**src/rtl/mc_sequencer.sv**
```systemverilog
// mc_sequencer: multi-cycle control FSM for a MIPS-subset core.
// Sequences FETCH/DECODE/EXEC/MEM/WB, owns the PC and the retired-instruction
// counter, and drives the memory handshake, IR/regfile write strobes and the
// writeback select.
//
// Ports:
//   clk, rst                   clock, async active-high reset
//   run                        execute enable (sampled in IDLE and at retire)
//   opcode, funct              instruction fields from IR
//   br_taken, br_addr          branch decision and target from the datapath
//   jmp_addr                   J/JAL/JR target from the datapath
//   mem_ready                  memory completes the current request
//   mem_req, mem_we, mem_ifetch memory request, store, instruction-fetch
//   ir_we, reg_we              IR load, regfile write enable
//   wb_sel, wb_rt              writeback source (0 ALU, 1 mem, 2 PC+8), dest is rt
//   pc, state, instr_cnt, err  status
//
// state | meaning
// ------+-------------------------------------------------
// IDLE  | waiting for run
// FETCH | instruction read in flight
// DECODE| classify opcode/funct
// EXEC  | branch/jump resolve, route to MEM or WB
// MEM   | data read/write in flight
// WB    | one-cycle regfile write
// ERROR | illegal opcode or memory timeout; exit via rst only

module mc_sequencer #(
    parameter logic [31:0] RESET_PC = 32'h0000_0000,
    parameter int unsigned WAIT_MAX = 8
) (
    input  logic        clk,
    input  logic        rst,
    input  logic        run,
    input  logic [5:0]  opcode,
    input  logic [5:0]  funct,
    input  logic        br_taken,
    input  logic [31:0] br_addr,
    input  logic [31:0] jmp_addr,
    input  logic        mem_ready,
    output logic        mem_req,
    output logic        mem_we,
    output logic        mem_ifetch,
    output logic        ir_we,
    output logic        reg_we,
    output logic [1:0]  wb_sel,
    output logic        wb_rt,
    output logic [31:0] pc,
    output logic [2:0]  state,
    output logic [31:0] instr_cnt,
    output logic        err
);

    typedef enum logic [2:0] {
        S_IDLE   = 3'd0,
        S_FETCH  = 3'd1,
        S_DECODE = 3'd2,
        S_EXEC   = 3'd3,
        S_MEM    = 3'd4,
        S_WB     = 3'd5,
        S_ERROR  = 3'd7
    } state_t;

    typedef enum logic [2:0] {
        C_ALU_R, C_ALU_I, C_LOAD, C_STORE, C_BR, C_JMP, C_LINK, C_BAD
    } cls_t;

    localparam int WW = (WAIT_MAX > 1) ? $clog2(WAIT_MAX) : 1;

    state_t          state_q, state_nxt;
    cls_t            cls_q, dec_cls;
    logic [WW-1:0]   wait_cnt;
    logic            retire;
    logic            timeout;
    logic [31:0]     pc_nxt;

    function automatic cls_t classify(input logic [5:0] op, input logic [5:0] fn);
        cls_t c;
        c = C_BAD;
        case (op)
            6'h00: begin
                case (fn)
                    6'h20, 6'h21, 6'h22, 6'h23, 6'h24, 6'h25, 6'h26, 6'h27,
                    6'h2A, 6'h2B, 6'h00, 6'h02, 6'h03, 6'h04, 6'h06, 6'h07:
                        c = C_ALU_R;
                    6'h08:   c = C_JMP;
                    default: c = C_BAD;
                endcase
            end
            6'h08, 6'h09, 6'h0A, 6'h0B, 6'h0C, 6'h0D, 6'h0E, 6'h0F: c = C_ALU_I;
            6'h23:   c = C_LOAD;
            6'h2B:   c = C_STORE;
            6'h04, 6'h05, 6'h06: c = C_BR;
            6'h02:   c = C_JMP;
            6'h03:   c = C_LINK;
            default: c = C_BAD;
        endcase
        return c;
    endfunction

    always_comb begin
        state_nxt = state_q;
        retire    = 1'b0;
        dec_cls   = classify(opcode, funct);
        // Fires on the WAIT_MAX-th consecutive non-ready cycle.
        timeout   = (WAIT_MAX != 0) && (wait_cnt == WW'(WAIT_MAX - 1));
        case (state_q)
            S_IDLE:   if (run) state_nxt = S_FETCH;
            S_FETCH: begin
                if (mem_ready)    state_nxt = S_DECODE;
                else if (timeout) state_nxt = S_ERROR;
            end
            S_DECODE: state_nxt = (dec_cls == C_BAD) ? S_ERROR : S_EXEC;
            S_EXEC: begin
                case (cls_q)
                    C_ALU_R, C_ALU_I, C_LINK: state_nxt = S_WB;
                    C_LOAD, C_STORE:          state_nxt = S_MEM;
                    default:                  retire = 1'b1;
                endcase
            end
            S_MEM: begin
                if (mem_ready) begin
                    if (cls_q == C_LOAD) state_nxt = S_WB;
                    else                 retire = 1'b1;
                end else if (timeout) begin
                    state_nxt = S_ERROR;
                end
            end
            S_WB:     retire = 1'b1;
            default:  state_nxt = S_ERROR;
        endcase
        if (retire) state_nxt = run ? S_FETCH : S_IDLE;

        if (cls_q == C_JMP || cls_q == C_LINK) pc_nxt = jmp_addr;
        else if (cls_q == C_BR && br_taken)    pc_nxt = br_addr;
        else                                   pc_nxt = pc + 32'd4;
    end

    always_ff @(posedge clk or posedge rst) begin
        if (rst) begin
            state_q    <= S_IDLE;
            cls_q      <= C_BAD;
            pc         <= RESET_PC;
            instr_cnt  <= 32'd0;
            wait_cnt   <= '0;
            err        <= 1'b0;
            mem_req    <= 1'b0;
            mem_we     <= 1'b0;
            mem_ifetch <= 1'b0;
            reg_we     <= 1'b0;
            wb_sel     <= 2'd0;
            wb_rt      <= 1'b0;
        end else begin
            state_q <= state_nxt;
            if (state_q == S_DECODE) cls_q <= dec_cls;
            if (retire) begin
                pc        <= pc_nxt;
                instr_cnt <= instr_cnt + 32'd1;
            end
            // Staying in FETCH/MEM means mem_ready was low; any entry clears.
            if ((state_q == S_FETCH || state_q == S_MEM) && state_nxt == state_q)
                wait_cnt <= wait_cnt + 1'b1;
            else
                wait_cnt <= '0;
            err        <= err | (state_nxt == S_ERROR);
            mem_req    <= (state_nxt == S_FETCH) || (state_nxt == S_MEM);
            mem_ifetch <= (state_nxt == S_FETCH);
            mem_we     <= (state_nxt == S_MEM) && (cls_q == C_STORE);
            reg_we     <= (state_nxt == S_WB);
            wb_rt      <= (state_nxt == S_WB) && (cls_q == C_ALU_I || cls_q == C_LOAD);
            if (state_nxt == S_WB)
                wb_sel <= (cls_q == C_LOAD) ? 2'd1 : (cls_q == C_LINK) ? 2'd2 : 2'd0;
            else
                wb_sel <= 2'd0;
        end
    end

    assign state = state_q;
    // Depends on mem_ready in the same cycle, so it cannot be registered.
    assign ir_we = (state_q == S_FETCH) && mem_ready;

endmodule

```
**config.mk**
```make
export PLATFORM = sky130hd
export DESIGN_NAME = mc_sequencer
export DESIGN_NICKNAME = d
export VERILOG_FILES = /design/src/rtl/mc_sequencer.sv
export SDC_FILE = /design/constraint.sdc
export NUM_CORES = 1
export LEC_CHECK = 0
export ABC_AREA = 0
export CORE_UTILIZATION = 35
export DETAILED_ROUTE_END_ITERATION = 12
export DONT_BUFFER_PORTS = 1
export PLACE_DENSITY_LB_ADDON = 0.3
export SLEW_MARGIN = 20
export SYNTH_ARGS = -nofsm -noshare
export SYNTH_HDL_FRONTEND = slang
export SYNTH_SLANG_ARGS = --single-unit
```
**constraint.sdc**
```tcl
create_clock -name clk -period 6.7 [get_ports clk]
set_input_delay 1.34 -clock clk [delete_from_list [all_inputs] [get_ports clk]]
set_output_delay 1.34 -clock clk [all_outputs]
set_load 0.01 [all_outputs]
```
=== After elaboration in Yosys (flattened, before gate mapping) ===
Memories as Yosys holds them, arrays and structs flattened.
Index checks and enable logic that the tools add are counted.

* Mux-type cells: 21
* Bitwise logic cells: 1
* Reductions and logical operators: 17
* Equality and inequality tests: 33
* $add $sub $neg: 3

{| class="wikitable"
|+ Operator list
! operator !! count
|-
| two-way mux 32 bit || 2
|-
| == test 6 x 4 -> 1 bit (second input constant) || 8
|-
| adder 32 x 1 -> 32 bit (second input constant) || 1
|-
| adder 32 x 3 -> 32 bit (second input constant) || 1
|-
| == test 3 bit (second input constant) || 10
|-
| two-way mux 3 bit || 8
|-
| one-hot mux 3 bit (7 select lines) || 1
|-
| == test 6 x 3 -> 1 bit (second input constant) || 3
|-
| one-hot mux 3 bit (6 select lines) || 1
|-
| == test 3 x 2 -> 1 bit (second input constant) || 4
|-
| == test 6 x 2 -> 1 bit (second input constant) || 2
|-
| == test 6 bit (second input constant) || 2
|-
| == test 3 x 1 -> 1 bit (second input constant) || 3
|-
| OR reduction 8 bit || 1
|-
| logical NOT 3 bit || 2
|-
| logical NOT 6 bit || 1
|-
| two-way mux 2 bit || 3
|-
| one-hot mux 3 bit (2 select lines) || 1
|-
| OR reduction 3 bit || 2
|-
| logical AND 1 bit || 5
|-
| OR reduction 5 bit || 1
|-
| logical OR 1 bit || 4
|-
| two-way mux 1 bit || 4
|-
| adder 3 x 1 -> 3 bit (second input constant) || 1
|-
| other kinds (4) || 4
|}

* Output and inout bits: 76
* Flip-flop bits (word level): 81
* Memory bits (read-only): 192
* Memories: 1

{| class="wikitable"
|+ Memory list
! memory !! words !! width !! read ports !! clocked after Yosys merged registers in !! wr ports !! RTL line !! source
|-
| (name not given) || 64 || 3 || 1 || 0 || 0 || 82 || <nowiki>case (fn)</nowiki>
|}

=== Longest topological paths before layout ===
Gate-level depths: netlist of run 1.

* Word-level depth: 10
* Gate-level depth with buffers: 9

=== Worst setup path before layout of run 1 ===
No wires, ideal clock.

* Path kind: input to output
* From: input port mem_ready
* To: output port ir_we
* Stages on the path: 1
* Setup slack: 3.714 ns
* Arrival: 1.646 ns
* Path through: nor3b_1

* Longest elaborated chain between the ends: 1

{| class="wikitable"
|+ Ends and longest elaborated chain
! item !! RTL line !! source
|-
| start, declared || 40 || <nowiki>input logic mem_ready,</nowiki>
|-
| logical AND 1 bit || 180 || <nowiki>assign ir_we = (state_q == S_FETCH) && mem_ready;</nowiki>
|-
| end, declared || 44 || <nowiki>output logic ir_we,</nowiki>
|}

Every way passes these cells.

=== Final worst setup path of run 1 ===
Same ends and word-level chain as after synthesis.

==> metrics.md, run 1 <==
| Metric | Value |
|---|---|
| Status | `finished, final reports clean` |
| # fillers | `1309` |
| Layout cell share with drive strength beyond 1 | `7.59%` |
| Crit path max-delay cell type | `nor3b_1` |
| Synthesized cell area | `0.00480 mm^2` |
| Rel. slew slack | `38.2%` |
| H-Tree Depth | `3` |
| Clock Tree Buf Depth | `2` |
| DIE AREA | `0.0142 mm^2` |
| Setup TNS | `0 ns` |
| Root buffer cell | `clkbuf_16` |
| Setup WS post-layout | `3.69 ns` |
| Post-synth top area share | `40.6%` |
| Worst r2r src | `cls_q[2]$_DFFE_PP1P_` |
| First-pass GRT wire length | `21.7 mm` |
| Largest net degree at the start of global routing | `82` |
| Post-cts resize count | `0` |
| R2R depth | `7` |
| Power Density | `450 mW/mm^2` |
| Routed Antenna Nets | `0` |
| DP Area | `0.00491 mm^2` |
| Final Util | `39.2%` |
| Final worst path period need | `3.01 ns` |
| Sequential cell area fraction in the yosys report | `42.3%` |
| Drt wl/cell | `18.6 um` |
| # diodes | `0` |
| Initial DRC count | `268` |
| Mapped Cells | `549` |
| Slew at the pin closest to its max-slew limit | `0.922 ns` |
| Vias in the first global route | `4013` |
| Hold Crit Class | `reg -> reg` |
| Post-DP HPWL | `9.46 mm` |
| WS Path Type | `in -> out` |
| Worst-path cell chain | `nor3b_1` |
| Initial Utilization | `36.1%` |
| Crit path launch type | `input port` |
| Slowest stage delay, CP | `0.32 ns` |
| Post-CTS setup buffers | `0` |
| Setup Skew | `0.00433 ns` |
| I/O pin total | `157` |
| Remaining DRCs | `0` |
| Fin. max-slew vios | `0` |
| Setup violators final | `0` |
| Tot Pwr | `2350 uW` |
| Ys flop type | `dfrtp_1` |
| Synth Register Bits | `81` |
| TritonCTS clock tree | `yes` |
| # Max-Cap Violations | `0` |
| Maximum VDD drop | `0.120 mV` |
| FF+latch area | `0.00203 mm^2` |
| Nets@finish | `620` |
| Post-synth EDFFs | `0` |
| Worst Path Arrival | `1.67 ns` |
| CTS Buf Count | `9` |
| Commonest non-fill, non-tap cells in the layout | `78 x dfrtp_1, 63 x nor2_1, 51 x a21oi_1, 49 x nand2_1, 36 x o21ai_0` |
| Final period util | `44.9%` |
| Port bufs | `0` |
| Reg2reg end | `pc[21]$_DFFE_PP0P_` |
| Clk_lat worst skew | `0.35 ns` |
| Max Fanout on Critical Path | `9` |
| Fin area | `0.00521 mm^2` |
| Crit path max-delay family | `simple AND/OR/NAND/NOR gates` |
| Critical Path RT | `5.36 ns` |
| RSZ-0062 raised after global routing | `no` |
| Lkg Pwr | `0.00197 uW` |
| Synth unique cells | `68` |
| Vias/cell | `5.70` |
| Pre-CTS setup slack | `3.60 ns` |
| Hold Crit Start | `wait_cnt[0]$_DFF_PP0_` |
| Final WL | `13.3 mm` |
| Syn Area/Cell | `8.75 um^2` |
| CTS sink cnt | `81` |
| Global route overflow | `0` |
| Gr usage total | `19.5%` |
| Commonest non-fill, non-tap cell in the layout | `dfrtp_1` |
| Synth top area cells | `dfrtp_1 41%, a21oi_1 5.3%, xnor2_1 5.1%` |
| RD Place Congestion | `0.860` |
| Synth area leader | `dfrtp_1` |
| Endpoint class of the critical path | `output port` |
| CP endpoint | `ir_we` |
| Hold Fails Final Rpt | `0` |
| Async SR Flop Fraction | `100%` |
| Max Freq | `0.333 GHz` |
| Routed via count | `4079` |
| Die W | `119 um` |
| Buf/Inv on CP | `0` |
| # hold bufs at CTS | `0` |
| Syn nets | `634` |
| Multi-input gate area | `0.00257 mm^2` |
| Flop2flop setup slack | `4.12 ns` |
| Initial antenna violation count | `0` |
| YS warnings | `0` |
| Area added between synthesis and finish | `8.57%` |
| Die Span Y | `119 um` |
| First drt pass iteration count | `5` |
| Placeable Area | `0.0133 mm^2` |
| Clock-pin slew on the worst setup and hold paths | `0.06 ns` |
| Critical path launch point | `mem_ready` |
| Site row count | `42` |
| CP Depth | `1` |
[state kept, by name, summed over array words and instances (netlist names)]
register and count:
cls_q 3, err 1, instr_cnt 32, mem_ifetch 1, mem_req 1, mem_we 1, pc 32, reg_we 1
state 3, wait_cnt 3, wb_rt 1, wb_sel 2
[metrics by stage]
stage | hold WS [ns] | std cells
6_report | 0.446 | 716
5_1_grt | 0.461 | 716
4_1_cts | 0.449 | 716
3_5_place_dp | 0.441 | 700
3_3_place_gp | 0.421 | 700
2_1_floorplan | 0.410 | 549
[cells in the mapped netlist, types with 3 or more instances]
master	number
nand4_1	16
nor3_2	3
buf_2	12
a31oi_1	4
nor2_1	63
nor2b_1	5
xnor2_1	28
xor2_1	19
o31ai_1	3
ha_1	4
nand2b_1	7
inv_1	17
o22ai_1	3
o21ai_0	36
clkbuf_1	9
nand3_1	18
dfrtp_1	78
buf_1	4
a211oi_1	11
nor3_1	16
a41oi_1	4
a21oi_1	51
a211o_1	3
and2_1	5
nand2_1	49
nor3b_1	3
a22oi_1	4
dfstp_2	3
a221oi_1	6
and3_1	8
nor4_1	8
[cell families after synthesis]
family	after synthesis	synth area share [%]
xor+xnor	47	8.57
flops	81	42.3
simple gates	220	23.5
compound gates	151	20.2
buf+inv	46	4.38
fa+ha+maj	4	1.04
[final cells by class]
type	instances	area share [%]
clock buffer	9	4.32
clock inverter	7	1.34
inverter	17	1.25
multi-input combinational	422	49.3
sequential	81	38.9
tap	176	4.22
timing repair buffer	4	0.648
[how the worst min path moves through the flow]
stage,end,slack (ns),cells past startpoint
floorplan,wait_cnt[0]$_DFF_PP0_,0.41,1
global placement,wait_cnt[0]$_DFF_PP0_,0.42,1
detailed placement,wait_cnt[0]$_DFF_PP0_,0.44,1
CTS,wait_cnt[0]$_DFF_PP0_,0.45,1
global route,wait_cnt[0]$_DFF_PP0_,0.46,1
finish,wait_cnt[0]$_DFF_PP0_,0.45,1
[power breakdown]
part           switching (uW)  internal [uW]  total (uW)
clock                     212            289         501
sequential                306            639         945
combinational             557            344         901
total                    1080           1270        2350
[metal layers]
metal  vias to the layer above  global-route usage [%]  share of wire (%)
li1                       1960                       -                  -
met1                      1964                    25.5                 43
met2                       131                    29.7                 47
met3                        24                    4.45                6.8
met4                         0                    10.6                2.7
met5                         -                       0                  0
Power figures use the tool's default switching activity.
==> run 2: changes to the inputs <==
==> constraint.sdc (replaced) <==
create_clock -name clk -period 2.4 [get_ports clk]
set_input_delay 0.48 -clock clk [delete_from_list [all_inputs] [get_ports clk]]
set_output_delay 0.48 -clock clk [all_outputs]
set_load 0.01 [all_outputs]
==> run 2 against run 1 <==
Register-to-register slack lost 4.0 ns. Critical endpoint is now err$_DFF_PP0_. Utilization grew 1.7 points. Clock skew grew 0.0012 ns. Combinational power grew to 3.2 times the previous value. Worst hold slack lost 0.11 ns. Count of clock-buffer cells in the layout grew 2. Clock power grew to 2.9 times the previous value. Critical path type is now reg -> reg. Highest routed layer unchanged. Sequential share of layout area shrank 1.6 points.
==> metrics.md, run 2 (synthesized netlist as in run 1, its figures left out) <==
| Metric | Value |
|---|---|
| Final WL | `13.4 mm (+0.73%)` |
| # diodes | `0 (unchanged)` |
| Final worst path period need | `2.26 ns` |
| Die W | `119 um (unchanged)` |
| Initial antenna violation count | `0 (unchanged)` |
| Top flop regs | `instr_cnt (32), pc (32)` |
| Worst r2r src | `cls_q[1]$_DFFE_PP1P_` |
| Remaining DRCs | `0 (unchanged)` |
| Endpoint class of the critical path | `flop` |
| First drt pass iteration count | `4 (-1)` |
| Global route overflow | `0 (unchanged)` |
| Rel. slew slack | `57.5% (+19 points)` |
| Worst Hold Depth | `2 (+1)` |
| Drt wl/cell | `18.3 um (-1.9%)` |
| Maximum VDD drop | `0.350 mV (+190%)` |
| Worst hold endpoint | `pc[8]$_DFFE_PP0P_` |
| Max Freq | `0.442 GHz` |
| Power Density | `1260 mW/mm^2 (+180%)` |
| Initial DRC count | `228 (-15%)` |
| Port bufs | `0 (unchanged)` |
| Max Fanout on Critical Path | `10 (+1)` |
| WS Path Type | `reg -> reg` |
| Area added between synthesis and finish | `13.2%` |
| Setup WS post-layout | `0.138 ns (-3.56 ns)` |
| Vias/cell | `5.62 (-1.3%)` |
| Site row count | `42 (unchanged)` |
| Initial Utilization | `36.1% (unchanged)` |
| Layout cell share with drive strength beyond 1 | `10.9% (+3.3 points)` |
| Root buffer cell | `clkbuf_16` |
| Setup violators final | `0 (unchanged)` |
| Die Span Y | `119 um (unchanged)` |
| Routed Antenna Nets | `0 (unchanged)` |
| Tot Pwr | `6880 uW (+190%)` |
| CTS sink cnt | `81 (unchanged)` |
| Placeable Area | `0.0133 mm^2 (unchanged)` |
| Crit path launch type | `flop` |
| Multi-input gate area | `0.00258 mm^2 (+0.34%)` |
| Final period util | `94.3%` |
| # fillers | `1330 (+1.6%)` |
| Post-CTS setup buffers | `0 (unchanged)` |
| Pre-CTS setup slack | `0.147 ns (-3.45 ns)` |
| Hold Crit Start | `jmp_addr[8]` |
| Setup TNS | `0 ns (unchanged)` |
| Gr usage total | `19.0% (-0.42 points)` |
| Routed via count | `4133 (+1.3%)` |
| Status | `finished, final reports clean` |
| R2R depth | `6 (-1)` |
| First-pass GRT wire length | `21.4 mm (-1.4%)` |
| FF+latch area | `0.00203 mm^2 (unchanged)` |
| H-Tree Depth | `3 (unchanged)` |
| Lkg Pwr | `0.00208 uW (+5.5%)` |
| Hold Crit Class | `in -> reg` |
| DIE AREA | `0.0142 mm^2 (unchanged)` |
| Post-DP HPWL | `9.87 mm (+4.2%)` |
| RD Place Congestion | `0.898 (+4.5%)` |
| Commonest non-fill, non-tap cell in the layout | `dfrtp_1` |
| RSZ-0062 raised after global routing | `no` |
| Clock Tree Buf Depth | `2 (unchanged)` |
| Worst Path Arrival | `2.49 ns (+0.82 ns)` |
| Largest net degree at the start of global routing | `51 (-38%)` |
| Vias in the first global route | `4089 (+1.9%)` |
| Critical Path RT | `2.63 ns (-2.73 ns)` |
| Setup Skew | `0.00550 ns (+0.00117 ns)` |
| Flop2flop setup slack | `0.14 ns (-3.98 ns)` |
| I/O pin total | `157 (unchanged)` |
| Hold Fails Final Rpt | `0 (unchanged)` |
| Nets@finish | `639 (+3.1%)` |
| Commonest non-fill, non-tap cells in the layout | `78 x dfrtp_1, 63 x nor2_1, 51 x a21oi_1, 48 x nand2_1, 36 x o21ai_0` |
| Fin. max-slew vios | `0 (unchanged)` |
| Hold slack final | `0.339 ns (-0.107 ns)` |
| TritonCTS clock tree | `yes` |
| Slew at the pin closest to its max-slew limit | `0.630 ns (-0.292 ns)` |
| Clk_lat worst skew | `0.34 ns (about the same)` |
| Reg2reg end | `err$_DFF_PP0_` |
| Clock-pin slew on the worst setup and hold paths | `0.06 ns (about the same)` |
| # Max-Cap Violations | `0 (unchanged)` |
| CTS Buf Count | `9 (unchanged)` |
run 2: changes by cell type in the layout (fill, tap and decap cells not counted), sizes merged:
| cell | delta |
|---|---|
| dlygate4sd3 | +1 |
| clkbuf | +2 |
| clkinv | -4 |
| clkinvlp | +2 |
| buf | +18 |
run 2: final cells by class:
class,instances,area share [%]
sequential,81,37.4
timing repair buffer,23,4.14
tap,176,4.05
clock buffer,11,4.65
inverter,17,1.24
clock inverter,5,1.15
multi-input combinational,422,47.4
run 2: metrics by stage:
step	instance area [um^2]	utilization, %	instances
after floorplan	4810	-	549
after global placement	5100	38.4	718
after detailed placement	5100	38.4	718
after CTS	5430	40.8	735
after global routing	5440	40.9	735
final	5440	40.9	735
run 2: worst max-delay path by stage:
| stage | startpoint | to | depth (start not counted) |
|---|---|---|---|
| CTS | wait_cnt[0]$_DFF_PP0_ | wb_rt$_DFF_PP0_ | 8 |
| detailed placement | wait_cnt[0]$_DFF_PP0_ | wb_rt$_DFF_PP0_ | 8 |
| finish | cls_q[1]$_DFFE_PP1P_ | err$_DFF_PP0_ | 6 |
| floorplan | wait_cnt[0]$_DFF_PP0_ | wb_rt$_DFF_PP0_ | 8 |
| global placement | wait_cnt[0]$_DFF_PP0_ | wb_rt$_DFF_PP0_ | 8 |
| global route | pc[4]$_DFFE_PP0P_ | pc[27]$_DFFE_PP0P_ | 6 |
run 2: critical path: stages, from the launching register on:
cell and delay, ns:
dfstp_2 0.61, or3b_1 0.44, a31oi_1 0.20, o21ai_0 0.17
a22oi_2 0.36, inv_1 0.12, a31o_2 0.24
run 2: routing by layer:
layer / routed length, um / track usage, % / vias up
met3: 956 / 5.27 / 21
met4: 215 / 6.88 / 0
li1: - / - / 2004
met1: 5880 / 23.9 / 1958
met5: 0 / 0 / -
met2: 6390 / 31.2 / 150
run 2: power by group:
group          switching [uW]  internal [uW]
sequential                763           1780
clock                     567            868
combinational            1720           1170
run 2: timing repair:
item | 4_1_cts | 5_1_grt
hold buffers | 1 | 0
setup endpoints to repair | 0 | 2
endpoints found under the hold margin | 9 | 0
gates resized for setup | 0 | 2
